### config.mk
export PLATFORM = sky130hd
export DESIGN_NAME = regfile_access_ctrl
export DESIGN_NICKNAME = d
export VERILOG_FILES = /design/src/rtl/regfile_access_ctrl.sv
export SDC_FILE = /design/constraint.sdc
export NUM_CORES = 1
export LEC_CHECK = 0
export CAP_MARGIN = 5
export CORE_AREA = 3 3 157 159
export CTS_BUF_LIST = sky130_fd_sc_hd__clkbuf_8
export DETAILED_ROUTE_END_ITERATION = 10
export DIE_AREA = 0 0 160 162
export MAX_ROUTING_LAYER = met4
export PLACE_DENSITY_LB_ADDON = 0.25
export SYNTH_ARGS = -nofsm -noshare
export SYNTH_HDL_FRONTEND = slang
export SYNTH_SLANG_ARGS = --single-unit
### constraint.sdc
create_clock -name clk -period 2.22 [get_ports clk]
set_clock_uncertainty 0.2 [all_clocks]
set_input_delay 0.333 -clock clk [delete_from_list [all_inputs] [get_ports clk]]
set_output_delay 0.333 -clock clk [all_outputs]
set_load 0.01 [all_outputs]
### src/rtl/regfile_access_ctrl.sv
// regfile_access_ctrl: sequences writes and fixed-latency dual reads to a register file, blocking reads of just-written addresses.
module regfile_access_ctrl #(
    parameter int NUM_REGS_LOG = 3,
    parameter int DATA_WIDTH   = 64,
    parameter int READ_LAT     = 2,
    parameter int WR_GAP       = 2
) (
    input  logic                    clk,
    input  logic                    reset,
    input  logic                    cmd_valid_i,
    output logic                    cmd_ready_o,
    input  logic                    cmd_we_i,
    input  logic [NUM_REGS_LOG-1:0] cmd_ra0_i,
    input  logic [NUM_REGS_LOG-1:0] cmd_ra1_i,
    input  logic [NUM_REGS_LOG-1:0] cmd_wa_i,
    input  logic [DATA_WIDTH-1:0]   cmd_wd_i,
    output logic                    rsp_valid_o,
    input  logic                    rsp_ready_i,
    output logic [DATA_WIDTH-1:0]   rsp_rd0_o,
    output logic [DATA_WIDTH-1:0]   rsp_rd1_o,
    output logic                    rf_wen_o,
    output logic [NUM_REGS_LOG-1:0] rf_ra0_o,
    output logic [NUM_REGS_LOG-1:0] rf_ra1_o,
    output logic [NUM_REGS_LOG-1:0] rf_wa_o,
    output logic [DATA_WIDTH-1:0]   rf_wd_o,
    input  logic [DATA_WIDTH-1:0]   rf_rd0_i,
    input  logic [DATA_WIDTH-1:0]   rf_rd1_i
);
    typedef enum logic [1:0] {IDLE, WAIT, RESP} state_e;
    localparam int LW = $clog2(READ_LAT + 2);
    localparam int GW = $clog2(WR_GAP + 2);
    state_e                  state_q;
    logic [LW-1:0]           lat_q;
    logic [GW-1:0]           gap_q;
    logic                    rsp_valid_q, wen_q;
    logic [DATA_WIDTH-1:0]   rd0_q, rd1_q, wd_q;
    logic [NUM_REGS_LOG-1:0] ra0_q, ra1_q, wa_q;
    logic                    hazard, accept, wr_acc, rd_acc;
    // rf_wa_o doubles as the recorded hazard address
    assign hazard      = !cmd_we_i && gap_q != '0 && (cmd_ra0_i == wa_q || cmd_ra1_i == wa_q);
    assign cmd_ready_o = state_q == IDLE && !hazard;
    assign accept      = cmd_valid_i && cmd_ready_o;
    assign wr_acc      = accept && cmd_we_i;
    assign rd_acc      = accept && !cmd_we_i;
    assign rsp_valid_o = rsp_valid_q;
    assign rsp_rd0_o   = rd0_q;
    assign rsp_rd1_o   = rd1_q;
    assign rf_wen_o    = wen_q;
    assign rf_ra0_o    = ra0_q;
    assign rf_ra1_o    = ra1_q;
    assign rf_wa_o     = wa_q;
    assign rf_wd_o     = wd_q;
    always_ff @(posedge clk) begin
        if (reset) begin
            state_q     <= IDLE;
            lat_q       <= '0;
            gap_q       <= '0;
            rsp_valid_q <= 1'b0;
            wen_q       <= 1'b0;
            rd0_q       <= '0;
            rd1_q       <= '0;
            wd_q        <= '0;
            ra0_q       <= '0;
            ra1_q       <= '0;
            wa_q        <= '0;
        end else begin
            wen_q <= wr_acc;
            gap_q <= wr_acc ? GW'(WR_GAP) : (gap_q != '0 ? gap_q - GW'(1) : gap_q);
            if (wr_acc) begin
                wa_q <= cmd_wa_i;
                wd_q <= cmd_wd_i;
            end
            if (rd_acc) begin
                ra0_q <= cmd_ra0_i;
                ra1_q <= cmd_ra1_i;
            end
            case (state_q)
                IDLE: if (rd_acc) begin
                    lat_q   <= LW'(READ_LAT);
                    state_q <= WAIT;
                end
                WAIT: if (lat_q == '0) begin
                    rd0_q       <= rf_rd0_i;
                    rd1_q       <= rf_rd1_i;
                    rsp_valid_q <= 1'b1;
                    state_q     <= RESP;
                end else begin
                    lat_q <= lat_q - LW'(1);
                end
                RESP: if (rsp_ready_i) begin
                    rsp_valid_q <= 1'b0;
                    state_q     <= IDLE;
                end
                default: state_q <= IDLE;
            endcase
        end
    end
endmodule

Yosys cells after proc, flatten, opt, wreduce, memory -nomap -nowiden --
Index checks and enable logic that the tools add are counted.
Word-level totals: register bits 209, input port bits 206, logic and storage cells 54, output and inout bits 204
Operators by class: eq/ne operators 8, add/subtract/negate cells 2, muxes and demuxes 12, reduce and logical (&&, ||, !) cells 20
Operators with widths (count):
- 2-bit 2-to-1 mux | 7
- 3-bit AND reduction | 3
- 2-bit inequality test, second input constant | 4
- 2-bit nonzero test | 4
- 3-bit equality test | 2
- 1-bit logical AND | 6
- 2-bit one-hot mux with 3 select lines | 1
- 2-bit zero test | 2
- 2-bit one-hot mux with 2 select lines | 1
- 2-bit by 1-bit subtractor with 2-bit output, second input constant | 2
- 2-bit by 1-bit equality test with 1-bit output, second input constant | 1
- 2-bit equality test, second input constant | 1
- 1-bit zero test | 2
- 1-bit 2-to-1 mux | 2
- 1-bit one-hot mux with 2 select lines | 1
- 2-bit AND reduction | 1
- 2-bit OR reduction | 1
- 1-bit logical OR | 1

Depth between registers and ports, before layout --
word-level depth 9, gate-level depth with buffers 8, depth with buffers taken out 6

Worst setup path after synthesis --
OpenSTA, ideal clock, no wires.
path type register -> register, start point register lat_q[0], end point register rd0_q[37] (netlist: rsp_rd0_o[37]), setup slack 0.493 ns, library setup time 0.070 ns, required time 1.950 ns, data arrival time 1.457 ns, cell stages (with the launch flop) 9, path buffers 2, cells stage by stage dfxtp_1 inv_1 ha_1 nand2_1 or2_1 clkbuf_1 clkbuf_1 nand2_1 a21oi_1
Between the ends: word-level cells in the longest chain between the ends 2
RTL lines:
- from (decl) | RTL line 33 | logic [LW-1:0] lat_q;
- from (signal assigned) | RTL line 79 | lat_q <= LW'(READ_LAT);
- from (signal assigned) | RTL line 88 | lat_q <= lat_q - LW'(1);
- 2-bit zero test | RTL line 82 | WAIT: if (lat_q == '0) begin
- 2-bit AND reduction (no line)
- to (signal assigned) | RTL line 83 | rd0_q <= rf_rd0_i;
- to (decl) | RTL line 36 | logic [DATA_WIDTH-1:0] rd0_q, rd1_q, wd_q;
No other way between the ends. A chain may end at the register's enable or synchronous reset.

Worst setup path in the final report --
start point register wa_q[2] (netlist: rf_wa_o[2]), end point output cmd_ready_o
Between the ends: word-level cells in the longest chain between the ends 5, elaborated cells between the ends (all ways) 6, classes of those cells 2 x eq/ne; 4 x reduce/logical
RTL lines:
- from (decl) | RTL line 37 | logic [NUM_REGS_LOG-1:0] ra0_q, ra1_q, wa_q;
- from (signal assigned) | RTL line 70 | wa_q <= cmd_wa_i;
- 3-bit equality test | RTL line 40 | assign hazard = !cmd_we_i && gap_q != '0 && (cmd_ra0_i == wa_q || cmd_ra1_i == wa_q);
- 1-bit logical OR (*) | RTL line 40
- 1-bit logical AND (*) | RTL line 40
- 1-bit zero test (*) | RTL line 41 | assign cmd_ready_o = state_q == IDLE && !hazard;
- 1-bit logical AND (*) | RTL line 41
- to (decl) | RTL line 11 | output logic cmd_ready_o,
Every way passes the cells marked *; elsewhere a longest branch is shown, timed or not.

==> out/qor.yml <==
layout:
  post-route-util_pct: 53.65
  multi_input_area_sq_mm: 0.002868
  regArea_sq_mm: 0.004188
  diodes: 0
  drive_gt1_share_pct: 6.509
  fillers: 2256
  syn_to_final_growth_pct: 71.43
  nets: 1534
clocking:
  worstSkewPairLatency_ps: 510
  numCtsBuffers: 38
  cts.path.max_buffers: 3
  root_buffer: "clkbuf_8"
  htreeDepth: 2
  clk_pin_slew_worst_paths_ps: 60
  clock-sinks: 209
  cts_tree: "done"
placed_design:
  portBuffers: 409
  hpwl_mm: 18.59
  place.gp.congestion: 0.8038
min_path:
  hold_class: "in -> reg"
pwr:
  clkPwrFrac_pct: 40.0
  vdd_drop_max_v: 0.0004269
  combinationalPowerShare_pct: 14.5
  p_leak_uw: 0.004482
  seq_power_share_pct: 45.5
  totalPowerFinal_uw: 8791
  swShare_pct: 24.61
  powerDensity_mw_per_mm2: 700.2
  p_sw_uw: 2163
  power.internal_uw: 6628
critical_path:
  startpoint_type: "flop"
  end_kind: "output pin"
  arrival_ps: 1590
  crit_fanout: 4
  cp_data_required_time_ps: 1690
  critical_path_class: "reg -> out"
global_routing:
  antenna_found_initial: 0
  grt.overflow.total: 0
  grt_usage_pct: 19.77
  grt_pass1_wl_mm: 40.15
  grt_pass1_vias: 7341
  grt_max_degree: 100
detailed_routing:
  vias_per_cell: 4.506
  wirelength_mm: 26.30
  drt_iter0_markers: 426
  first_pass_iters: 4
  vias: 7530
  drtAntennaViolNets: 0
  drc: 0
  wl_per_cell_um: 15.74
logic_synthesis:
  ys_ff_latch: 209
  ys_warn_count: 0
  syn_area_sq_mm: 0.007323
  syn_nets: 1127
  ys_types: 25
  synthCells: 920
  avgSynthCellArea_sq_um: 7.960
  yosysSeqAreaShare_pct: 57.13
die:
  initial_utilization_pct: 31.29
  die_height_um: 162
  row_count: 56
  fp.dieW_um: 160
  ioPinCount: 410
  fp.dieArea_sq_mm: 0.02592
  coreArea_sq_mm: 0.02340
timing:
  hold_violations: 0
  period_minus_slack_ps: 2125
  min_period_over_period_pct: 95.71
  fmax_mhz: 470.6
  tightest_slew_ps: 504.4
  relSlewSlack_pct: 66.30
  timing.final.max_slew_violations: 0
  setup_violations: 0
  rsz0062_at_grt: "false"
outcome:
  status: "completed"
job:
  cap_violations: 0
[power by group through the flow]
stage                     Sequential [uW]  Clock [uW]  Combinational [uW]
after floorplan                      4150           0                 375
after global routing                 4020        3810                1380
after detailed placement             4080           0                1280
final                                4000        3520                1270
after global placement               4080           0                1270
after CTS                            4000        3650                1290
[timing repair]
item	4_1_cts	5_1_grt
setup endpoints to repair	1	0
buffers inserted	3	0
hold buffers	1	0
gates resized for setup	8	0
endpoints found under the hold margin	28	0
[per-stage QoR]
step                setup WS, ps  cells  area, sq um  setup TNS (ps)  hold WS [ps]
floorplan                  492.9    920         7323               0         253.0
global placement          -276.1   1602        11790          -305.8         240.6
detailed placement        -234.1   1602        11790          -289.9         245.3
CTS                        78.11   1671        12550               0         131.8
global route               13.52   1671        12550               0         145.5
finish                     95.23   1671        12550               0         167.1
[synthesized netlist by cell type]
library cell  count  area, sq um
nand2b_1         13        81.33
o21bai_4          1        18.77
nor4_1            1        6.260
nor4_2            2        25.02
buf_2            23        115.1
clkbuf_1         42        157.7
nor4b_1           1        8.760
and3_1            1        6.260
mux2i_1           6        60.06
nand3_1           1        5.000
or2_1             1        6.260
dfxtp_1         209         4184
or3_1             1        6.260
xor2_1            6        52.55
a21oi_1         200         1001
o21ba_2           1        10.01
o31a_1            1        8.760
inv_1             2        7.510
buf_1             2        7.510
nor2_1            7        26.28
o21ai_0           1        5.000
nand2_1         395         1483
ha_1              1        12.51
nor3b_1           1        7.510
nor4_4            1        21.27
[final timing paths]
check | start | to | slack [ps] | cells past startpoint
worst max register to register | rf_wa_o[1]$_SDFFE_PP0P_ | rf_ra0_o[1]$_SDFFE_PP0P_ | 150 | 9
worst min register to register | rf_wd_o[61]$_SDFFE_PP0P_ | rf_wd_o[61]$_SDFFE_PP0P_ | 250 | 2
worst min-delay path | cmd_wd_i[31] | rf_wd_o[31]$_SDFFE_PP0P_ | 170 | 3
worst max-delay path | rf_wa_o[2]$_SDFFE_PP0P_ | cmd_ready_o | 100 | 4
[worst max-delay path, cell delays in order, from the launching register on]
cell	delay, ps
dfxtp_2	350
xor2_1	170
nor4_2	310
nor4_1	90
buf_2	160
[cell families (layout without fill, tap and decap cells)]
| family | Yosys count | in the layout | synth area share [%] |
|---|---|---|---|
| muxes | 6 | 6 | 0.8201 |
| buffers and inverters | 69 | 501 | 3.930 |
| xor gates and xnor gates | 6 | 6 | 0.7176 |
| DFF | 209 | 209 | 57.13 |
| adders and majority gates | 1 | 1 | 0.1708 |
| and+or+nand+nor | 425 | 425 | 22.98 |
| AOI/OAI and AO/OA | 204 | 204 | 14.25 |
[flip-flops by register name, summed over array words and instances (netlist names)]
register / count
rf_wd_o: 64
rsp_rd0_o: 64
rsp_rd1_o: 64
rf_ra0_o: 3
rf_ra1_o: 3
rf_wa_o: 3
gap_q: 2
lat_q: 2
state_q: 2
rf_wen_o: 1
rsp_valid_o: 1
[per-layer routing]
layer,vias up,GRT usage [%],part of all wire [%],wire length (um)
met3,56,7.447,9.9,2607
met5,-,-,0,0
met4,0,7.101,2.9,752
met1,3396,21.80,40,10480
li1,3771,-,-,-
met2,307,32.86,47,12470
[final cells by class]
cell class                 instances  area share (%)
clock buffer                      46           5.043
clock inverter                    19          0.8272
inverter                           2         0.05980
multi-input combinational        642           22.84
sequential                       209           33.36
tap                              319           3.179
timing repair buffer             434           34.69
[cell usage in the layout (no fill, tap or decap), types with 2 or more instances in the layout]
cell type          n
clkbuf_8          46
buf_4             18
inv_1             17
nand2_1          395
dfxtp_1          206
clkinv_2           2
a21oi_1          200
nand2b_1          13
dfxtp_2            3
buf_12             6
xor2_1             6
nor4_2             2
mux2i_1            6
nor2_1             6
clkdlybuf4s50_1  407
(Power assumes the default switching activity.)
